===== src/rtl/joy_pkg.sv =====
// joy_pkg: shared direction indices, mode codes and axis type for the joystick resolver.
`default_nettype none

package joy_pkg;

   localparam int JOY_R = 0;
   localparam int JOY_L = 1;
   localparam int JOY_D = 2;
   localparam int JOY_U = 3;

   localparam int JOY_2WAY = 0;
   localparam int JOY_4WAY = 1;
   localparam int JOY_8WAY = 2;

   typedef enum logic {
      AXIS_H = 1'b0,
      AXIS_V = 1'b1
   } axis_t;

endpackage

`default_nettype wire


===== src/rtl/joy_chan.sv =====
// joy_chan: one player's sync, debounce, last-pressed resolution and mode restriction.
`default_nettype none

module joy_chan
   import joy_pkg::*;
#(
   parameter int MODE            = JOY_2WAY,
   parameter int DEBOUNCE_CYCLES = 1
) (
   input  logic       clk_sys,
   input  logic       reset_n,
   input  logic [3:0] indir,
   output logic [3:0] outdir,
   output logic       changed
);

   localparam logic [15:0] CNT_LAST = 16'(DEBOUNCE_CYCLES - 1);

   logic [3:0]  s1, s2, db, dbq, prev_out;
   logic [15:0] cnt;
   logic        last_h_is_l, last_v_is_u;
   axis_t       last_axis;

   logic [3:0]  new_press;
   logic        h_new, v_new;
   logic        nxt_h_is_l, nxt_v_is_u;
   axis_t       nxt_axis;
   logic [1:0]  h, v;
   logic [3:0]  resolved;

   always_comb begin
      new_press = db & ~dbq;
      h_new     = new_press[JOY_L] | new_press[JOY_R];
      v_new     = new_press[JOY_U] | new_press[JOY_D];

      // L and U take priority when both members of a pair arrive together
      nxt_h_is_l = last_h_is_l;
      if (new_press[JOY_L])      nxt_h_is_l = 1'b1;
      else if (new_press[JOY_R]) nxt_h_is_l = 1'b0;

      nxt_v_is_u = last_v_is_u;
      if (new_press[JOY_U])      nxt_v_is_u = 1'b1;
      else if (new_press[JOY_D]) nxt_v_is_u = 1'b0;

      nxt_axis = last_axis;
      if (h_new && !v_new)      nxt_axis = AXIS_H;
      else if (v_new && !h_new) nxt_axis = AXIS_V;

      h = {db[JOY_L], db[JOY_R]};
      if (&h) h = nxt_h_is_l ? 2'b10 : 2'b01;
      v = {db[JOY_U], db[JOY_D]};
      if (&v) v = nxt_v_is_u ? 2'b10 : 2'b01;

      if (MODE == JOY_2WAY) begin
         v = 2'b00;
      end else if (MODE == JOY_4WAY && (|h) && (|v)) begin
         if (nxt_axis == AXIS_H) v = 2'b00;
         else                    h = 2'b00;
      end

      resolved = {v, h};
   end

   always_ff @(posedge clk_sys or negedge reset_n) begin
      if (!reset_n) begin
         s1          <= '0;
         s2          <= '0;
         db          <= '0;
         dbq         <= '0;
         cnt         <= '0;
         last_h_is_l <= 1'b0;
         last_v_is_u <= 1'b1;
         last_axis   <= AXIS_H;
         outdir      <= '0;
         prev_out    <= '0;
         changed     <= 1'b0;
      end else begin
         s1  <= indir;
         s2  <= s1;
         dbq <= db;
         if (s2 == db) begin
            cnt <= '0;
         end else if (cnt == CNT_LAST) begin
            db  <= s2;
            cnt <= '0;
         end else begin
            cnt <= cnt + 16'd1;
         end
         last_h_is_l <= nxt_h_is_l;
         last_v_is_u <= nxt_v_is_u;
         last_axis   <= nxt_axis;
         outdir      <= resolved;
         // prev_out trails outdir by one edge so the pulse lands the cycle after the update
         prev_out    <= outdir;
         changed     <= (outdir != prev_out);
      end
   end

endmodule

`default_nettype wire


===== src/rtl/joy_resolve.sv =====
// joy_resolve: CHANNELS independent joystick resolvers packed into 4-bit {U,D,L,R} slices.
`default_nettype none

module joy_resolve
   import joy_pkg::*;
#(
   parameter int CHANNELS        = 2,
   parameter int MODE            = JOY_2WAY,
   parameter int DEBOUNCE_CYCLES = 1
) (
   input  logic                  clk_sys,
   input  logic                  reset_n,
   input  logic [4*CHANNELS-1:0] indir,
   output logic [4*CHANNELS-1:0] outdir,
   output logic [CHANNELS-1:0]   changed
);

   for (genvar c = 0; c < CHANNELS; c++) begin : g_chan
      joy_chan #(
         .MODE            (MODE),
         .DEBOUNCE_CYCLES (DEBOUNCE_CYCLES)
      ) u_chan (
         .clk_sys (clk_sys),
         .reset_n (reset_n),
         .indir   (indir[4*c +: 4]),
         .outdir  (outdir[4*c +: 4]),
         .changed (changed[c])
      );
   end

endmodule

`default_nettype wire


===== config.mk =====
export PLATFORM = sky130hd
export DESIGN_NAME = joy_resolve
export DESIGN_NICKNAME = d
export VERILOG_FILES = /design/src/rtl/joy_pkg.sv /design/src/rtl/joy_chan.sv /design/src/rtl/joy_resolve.sv
export SDC_FILE = /design/constraint.sdc
export NUM_CORES = 1
export LEC_CHECK = 0
export CORE_ASPECT_RATIO = 0.7
export CORE_MARGIN = 4
export CORE_UTILIZATION = 35
export CTS_CLUSTER_SIZE = 24
export DETAILED_ROUTE_END_ITERATION = 8
export PLACE_DENSITY_LB_ADDON = 0.2
export SETUP_SLACK_MARGIN = 0.05
export SYNTH_ARGS = -nofsm -noshare
export SYNTH_HDL_FRONTEND = slang
export SYNTH_SLANG_ARGS = --single-unit

===== constraint.sdc =====
create_clock -name clk_sys -period 2.8 [get_ports clk_sys]
set_input_delay 0.28 -clock clk_sys [delete_from_list [all_inputs] [get_ports clk_sys]]
set_output_delay 0.28 -clock clk_sys [all_outputs]
set_load 0.01 [all_outputs]

==> results of run 1 <==
-- cell usage after synthesis --
cell type	instances
sky130_fd_sc_hd__nand2_1	8
sky130_fd_sc_hd__conb_1	1
sky130_fd_sc_hd__nand4_4	1
sky130_fd_sc_hd__nor3b_1	1
sky130_fd_sc_hd__a21oi_1	2
sky130_fd_sc_hd__buf_2	2
sky130_fd_sc_hd__xor2_1	15
sky130_fd_sc_hd__o21ai_0	4
sky130_fd_sc_hd__nand4_1	9
sky130_fd_sc_hd__nor4_1	9
sky130_fd_sc_hd__buf_4	6
sky130_fd_sc_hd__inv_1	15
sky130_fd_sc_hd__nor2_2	1
sky130_fd_sc_hd__o41ai_4	2
sky130_fd_sc_hd__nand4_2	3
sky130_fd_sc_hd__clkbuf_2	1
sky130_fd_sc_hd__and4_1	1
sky130_fd_sc_hd__xnor2_1	25
sky130_fd_sc_hd__buf_6	2
sky130_fd_sc_hd__nor4_2	4
sky130_fd_sc_hd__ha_1	4
sky130_fd_sc_hd__dfrtp_1	72
sky130_fd_sc_hd__a31oi_1	2
sky130_fd_sc_hd__and2_1	1
sky130_fd_sc_hd__mux2_2	8
sky130_fd_sc_hd__nand3_1	10
sky130_fd_sc_hd__nor4b_2	1
sky130_fd_sc_hd__nor3_1	8
sky130_fd_sc_hd__nor2_1	35
-- per-layer routing --
metal,part of all wire,up-vias,track usage
li1,-,879,-
met1,0.53,862,0.1523
met2,0.41,27,0.1373
met3,0.041,6,0.04351
met4,0.013,0,0.04366
met5,0,-,0
-- cell families after synthesis --
family                   count (synthesis)  share of synthesized area
AND/OR/NAND/NOR                         92                     0.1695
XOR/XNOR                                40                     0.1149
multiplexers                             8                    0.02955
adder cells (fa/ha/maj)                  4                    0.01641
AO/OA/AOI/OAI                           10                    0.03201
other                                    1                   0.001230
flip-flops                              72                     0.5909
buffers and inverters                   26                    0.04554
-- per-stage QoR --
step                hold WS, ns  cells  area, µm²  utilization  setup slack [ns]
floorplan              -0.01559    256       3060            -             1.300
CTS                      0.1893    397       3555       0.4193            0.9666
finish                   0.1422    397       3555       0.4193            0.9664
detailed placement       0.3347    381       3281       0.3870            0.9959
global route             0.2300    397       3555       0.4193            0.8355
global placement         0.3329    381       3281       0.3870             1.040
-- state kept, by name (all words and copies together), names as in the netlist --
register,count
g_chan.u_chan.s2,8
g_chan.u_chan.cnt,32
g_chan.u_chan.changed,2
g_chan.u_chan.db,8
g_chan.u_chan.dbq,4
g_chan.u_chan.s1,8
g_chan.u_chan.last_h_is_l,2
g_chan.u_chan.prev_out,4
g_chan.u_chan.outdir,4
-- worst max-delay path, stage by stage, from the launching register on --
cell and delay [ns]:
sky130_fd_sc_hd__dfrtp_1 0.42, sky130_fd_sc_hd__xor2_1 0.20, sky130_fd_sc_hd__o41ai_4 0.93, sky130_fd_sc_hd__nor2_1 0.12
-- layout make-up --
| cell class | instances | area (µm²) | area share |
|---|---|---|---|
| clock buffer | 10 | 229.0 | 0.06441 |
| clock inverter | 6 | 45.04 | 0.01267 |
| inverter | 15 | 56.30 | 0.01584 |
| multi-input combinational | 158 | 1120 | 0.3150 |
| sequential | 72 | 1802 | 0.5069 |
| tap | 120 | 150.1 | 0.04224 |
| timing repair buffer | 16 | 152.6 | 0.04294 |
-- power by group --
group          leakage (nW)  switching (mW)  internal [mW]  total, mW
clock network         0.125           0.436          0.602       1.04
logic                 0.349          0.0499         0.0437     0.0936
registers             0.915          0.0192           1.08       1.10
total                  1.39           0.505           1.72       2.23
-- worst paths after layout --
kind	end	slack (ns)	cells past startpoint
max	g_chan[0].u_chan.cnt[14]$_DFF_PN0_	0.97	3
max in group asynchronous	g_chan[1].u_chan.cnt[0]$_DFF_PN0_	2.06	2
min in group clk_sys	g_chan[0].u_chan.s2[3]$_DFF_PN0_	0.34	0
min	g_chan[0].u_chan.s2[3]$_DFF_PN0_	0.14	2
max reg2reg	g_chan[0].u_chan.cnt[14]$_DFF_PN0_	0.97	3
min reg2reg	g_chan[0].u_chan.s2[3]$_DFF_PN0_	0.34	0
==> Implementation_results.wiki, run 1 <==
{| class="wikitable"
! Metric !! Value
|-
| Number of warnings printed during yosys synthesis || 0
|-
| Fraction of layout cells with a size suffix above 1 || 0.1336
|-
| First-pass GRT wire length || 8.424 mm
|-
| Top library cells by usage in the layout, fill and taps aside || sky130_fd_sc_hd__dfrtp_1, sky130_fd_sc_hd__nor2_1, sky130_fd_sc_hd__xnor2_1
|-
| Worst IR drop on VDD || 0.3125 mV
|-
| Share of the cycle needed by the critical path after routing || 0.6548
|-
| Die boundary width || approximately 120 µm
|-
| Startpoint type of the worst setup path || flip-flop
|-
| DR vias || ~1800
|-
| Die footprint || roughly 10000 µm²
|-
| Weighted congestion reported at the end of routability-driven placement || 0.7786
|-
| Number of primary I/O pins || 20
|-
| Post-CTS setup buffer count || 0
|-
| Worst clock skew || approximately 0.0062 ns
|-
| Syn Inst Count || ~250
|-
| Power after layout || roughly 2.2 mW
|-
| Standby leakage power || between 1 and 1.5 nW
|-
| Initial antenna violation count || 0
|-
| Gates resized, CTS repair || 0
|-
| Crit Reg-Reg Startpoint || g_chan[0].u_chan.db[1]$_DFFE_PN0P_
|-
| Path class of the lowest-slack min-delay path || input pin to asynchronous set/reset pin
|-
| Total Neg Setup Slack || 0 ns
|-
| Final HPWL from detailed placement || roughly 3.1 mm
|-
| Maximum clock frequency || approximately 0.55 GHz
|-
| Critical path class || flip-flop to flip-flop
|-
| Final hold violation count || 0
|-
| Starting density of the core || 0.3597
|-
| Vertical die dimension || around 86 µm
|-
| Later-pin clock latency in the skew report || 0.33 ns
|-
| Clock slew at reported path FFs || 0.06 ns
|-
| Number of detailed-route iterations in the first pass || 4
|-
| Total wire length || about 4.8 mm
|-
| Total of flip-flops plus latches after synthesis || between 70 and 80
|-
| GR Util All Layers || 0.1052
|-
| ANT cells || 0
|-
| Timing startpoint of the critical path || g_chan[0].u_chan.db[1]$_DFFE_PN0P_
|-
| Number of global-route vias before repair || between 1500 and 2000
|-
| Core area || approximately 8500 µm²
|-
| Top cells by area, synth || sky130_fd_sc_hd__dfrtp_1, sky130_fd_sc_hd__xnor2_1, sky130_fd_sc_hd__nor2_1, sky130_fd_sc_hd__xor2_1, sky130_fd_sc_hd__mux2_2
|-
| Detailed-route wire length per cell || around 12 µm
|-
| TritonCTS Sinks || 72
|-
| Post-CTS Hold Fix Bufs || 0
|-
| Total of max-cap violations || 0
|-
| Top cell type's share of synthesized area || 0.5909
|-
| CP max FO || 16
|-
| Mean instance size in the synthesized netlist || 12.05 µm²
|-
| Top cell type by total area after synthesis || sky130_fd_sc_hd__dfrtp_1
|-
| Deepest level of the CTS H-tree || 3
|-
| Leading cell type in the layout, fill and taps excluded || sky130_fd_sc_hd__dfrtp_1
|-
| Slew margin rel. || 0.3388
|-
| Number of buffers on the longest clock path || 2
|-
| Crit path arrival time || around 2.0 ns
|-
| Via density || 4.469
|-
| Share of synthesized area occupied by flip-flops and latches || 0.5909
|-
| Placement Rows || 28
|-
| Root buf cell || sky130_fd_sc_hd__clkbuf_16
|-
| Congestion Overflow GR || 0
|-
| CTS tree || yes
|-
| Layout net count || between 200 and 300
|-
| Result of the run || completed
|-
| Worst endpoint required time || between 2 and 3 ns
|-
| Number of remaining DRC errors || 0
|-
| Count of distinct cell types in the synthesized netlist || 29
|-
| Post-route minimum period || around 1.8 ns
|-
| Synth-to-Final Area Change || 16.58%
|-
| Port bufs || 15
|-
| Total setup violations reported at the end of the flow || 0
|-
| Setup repair after global routing missed its margin || false
|-
| Capturing element type of the critical path || flip-flop
|-
| Number of filler instances in the final layout || 815
|-
| Maximum number of pins on one net before global-route repair || 73
|-
| Routed Antenna Nets || 0
|-
| Netlist area before placement || 3049 µm²
|-
| Violation count after the first detailed-routing iteration || 175
|-
| Worst Max-Slew Pin Slew || approximately 0.99 ns
|-
| Cell Pwr Density || around 630 nW/µm²
|-
| Clock buffers created by TritonCTS || 9
|-
| Final Slew Violations || 0
|}
(Power assumes the default switching activity.)
==> inputs of run 2 (changes only) <==
clock period = 1.8 ns   (was 2.8 ns; I/O delays follow)
==> run 2 against run 1 <==
  * Combinational power is 75% higher
  * Clock power is 81% higher
  * Highest routed layer unchanged
  * Clock-buffer cell count stayed put
  * Core utilization is 2.2 points higher
  * Worst setup slack worse by 0.84 ns
  * Register-to-register slack worse by 0.84 ns
  * Sequential share of layout area is 2.5 points lower
  * First-iteration DRC count is 45% lower
  * Global-route usage is 0.49 points higher
==> Implementation_results.wiki, run 2 (synthesis results as in run 1) <==
{| class="wikitable"
! Metric !! Value
|-
| Die footprint || 10290 µm²
|-
| Congestion Overflow GR || 0
|-
| Met2 layer usage reported by global route || 0.1455
|-
| Result of the run || completed
|-
| Clock buffers created by TritonCTS || 9
|-
| ANT cells || 0
|-
| Placement Rows || 28
|-
| Number of buffers on the longest clock path || 2
|-
| Worst Max-Slew Pin Slew || 0.5102 ns
|-
| Vertical die dimension || roughly 86 µm
|-
| Detailed-route wire length per cell || approximately 12 µm
|-
| Part of the power in the clock network || 0.502
|-
| Final HPWL from detailed placement || about 3.5 mm
|-
| Timing startpoint of the critical path || g_chan[1].u_chan.cnt[1]$_DFF_PN0_
|-
| Met3 usage in global routing || 0.04219
|-
| Most utilized layer in the global route result || met1
|-
| Capturing element type of the critical path || flip-flop
|-
| Final hold violation count || 0
|-
| Core area || 8478 µm²
|-
| DR vias || approximately 1800
|-
| Largest reg by FF count || g_chan.u_chan.cnt
|-
| Post-route minimum period || about 1.7 ns
|-
| Startpoint type of the worst setup path || flip-flop
|-
| Number of filler instances in the final layout || 790
|-
| Setup repair after global routing missed its margin || true
|-
| Worst endpoint required time || 2.01 ns
|-
| Maximum number of pins on one net before global-route repair || 33
|-
| Crit Reg-Reg Startpoint || g_chan[1].u_chan.cnt[1]$_DFF_PN0_
|-
| Via density || about 4.5
|-
| Critical path class || flip-flop to flip-flop
|-
| First-pass GRT wire length || ~9 mm
|-
| Leading cell type in the layout, fill and taps excluded || sky130_fd_sc_hd__dfrtp_1
|-
| Final Slew Violations || 0
|-
| Final core area utilization || 0.4410
|-
| Share of total power in sequential cells || 0.454
|-
| Non-filler cells, final || 407
|-
| Power after layout || between 3 and 4 mW
|-
| Layout net count || 296
|-
| Number of global-route vias before repair || 1816
|-
| Total wire length || approximately 5.0 mm
|-
| Number of remaining DRC errors || 0
|-
| Min-delay src || indir[3]
|-
| Total setup violations reported at the end of the flow || 0
|-
| Routed Antenna Nets || 0
|-
| Synth-to-Final Area Change || 22.61%
|-
| Slew margin rel. || 0.6599
|-
| Top library cells by usage in the layout, fill and taps aside || sky130_fd_sc_hd__dfrtp_1, sky130_fd_sc_hd__nor2_1, sky130_fd_sc_hd__xnor2_1
|-
| Combinational fraction of design power || 0.044
|-
| Deepest level of the CTS H-tree || 3
|-
| Starting density of the core || 0.3597
|-
| Met1 routing resource usage after global routing || 0.1649
|-
| Initial antenna violation count || 0
|-
| P_int || about 3.0 mW
|-
| TritonCTS Sinks || 72
|-
| Worst clock skew || between 0.006 and 0.007 ns
|-
| Flip-flop count of the largest register, all copies and words added || 32
|-
| Port bufs || 15
|-
| Clock slew at reported path FFs || roughly 0.060 ns
|-
| Number of detailed-route iterations in the first pass || 4
|-
| Switching share of total power || 0.2063
|-
| Cell Pwr Density || between 1000 and 1500 nW/µm²
|-
| Violation count after the first detailed-routing iteration || 97
|-
| CP max FO || 6
|-
| Later-pin clock latency in the skew report || roughly 0.33 ns
|-
| Standby leakage power || about 1.5 nW
|-
| Number of primary I/O pins || 20
|-
| CTS tree || yes
|-
| Crit path arrival time || 1.88 ns
|-
| Weighted congestion reported at the end of routability-driven placement || between 0.7 and 0.8
|-
| Maximum clock frequency || between 0.5 and 0.6 GHz
|-
| Path class of the lowest-slack min-delay path || input pin to flip-flop
|-
| Die boundary width || 119.6 µm
|-
| Total Neg Setup Slack || 0 ns
|-
| Power dissipated by switching net loads || roughly 0.77 mW
|-
| Number of placed cells counting well taps || 388
|-
| Register cell area after layout || 1802 µm²
|-
| Total area of multi-input combinational cells || approximately 1100 µm²
|-
| Fraction of layout cells with a size suffix above 1 || 0.1742
|-
| Total of max-cap violations || 0
|-
| Worst IR drop on VDD || 0.5166 mV
|-
| GR Util All Layers || 0.1101
|-
| Root buf cell || sky130_fd_sc_hd__clkbuf_16
|-
| Share of the cycle needed by the critical path after routing || 0.9272
|}
## run 2: power groups by stage
stage / combinational [mW] / clock (mW) / sequential (mW)
6_report: 0.164 / 1.88 / 1.70
2_1_floorplan: 0.0763 / 0 / 1.73
5_1_grt: 0.184 / 2.01 / 1.71
3_3_place_gp: 0.166 / 0 / 1.73
4_1_cts: 0.170 / 1.93 / 1.70
3_5_place_dp: 0.167 / 0 / 1.73
## run 2: stage by stage
| step | setup WS (ns) | area [µm²] | hold WS [ns] |
|---|---|---|---|
| floorplan | 0.3005 | 3060 | -0.1156 |
| global placement | 0.05815 | 3346 | 0.1821 |
| detailed placement | 0.03679 | 3346 | 0.1898 |
| CTS | 0.1313 | 3717 | 0.2838 |
| global route | 0.02993 | 3739 | 0.2830 |
| finish | 0.1310 | 3739 | 0.2913 |
## run 2: metal layers
layer	up-vias	part of all wire	routed length, µm
li1	900	-	-
met2	22	0.41	2038
met3	6	0.034	173
met5	-	0	0
met4	0	0.012	61
met1	911	0.55	2756
## run 2: final timing paths
path | slack (ns) | cells past startpoint | endpoint
max | 0.13 | 5 | g_chan[1].u_chan.cnt[14]$_DFF_PN0_
min | 0.29 | 1 | g_chan[0].u_chan.s1[3]$_DFF_PN0_
max reg2reg | 0.13 | 5 | g_chan[1].u_chan.cnt[14]$_DFF_PN0_
min reg2reg | 0.34 | 0 | g_chan[1].u_chan.s2[3]$_DFF_PN0_
max in group asynchronous | 0.81 | 3 | g_chan[0].u_chan.cnt[2]$_DFF_PN0_
min in group asynchronous | 0.36 | 2 | g_chan[0].u_chan.outdir[1]$_DFF_PN0_
## run 2: cell type report
type                    instances  share of cell area
flip-flops and latches         72              0.4819
multi-input cells             158              0.3052
clock buffers                  10             0.06125
well taps                     120             0.04016
clock inverters                 6             0.02477
inverters                      15             0.01506
repair buffers                 26             0.07162
## run 2: timing repair
action	CTS	global route
pin swaps	2	2
buffers inserted	2	0
hold buffers	1	0
endpoints found under the setup margin	15	31
resized for setup	0	4
hold endpoints to repair	21	0
## run 2: critical path, cell delays in order, from the launching register on
cell                      delay (ns)
sky130_fd_sc_hd__dfrtp_1        0.45
sky130_fd_sc_hd__ha_1           0.27
sky130_fd_sc_hd__nand4_1        0.30
sky130_fd_sc_hd__nor4_2         0.33
sky130_fd_sc_hd__xnor2_1        0.15
sky130_fd_sc_hd__nor2_1         0.05
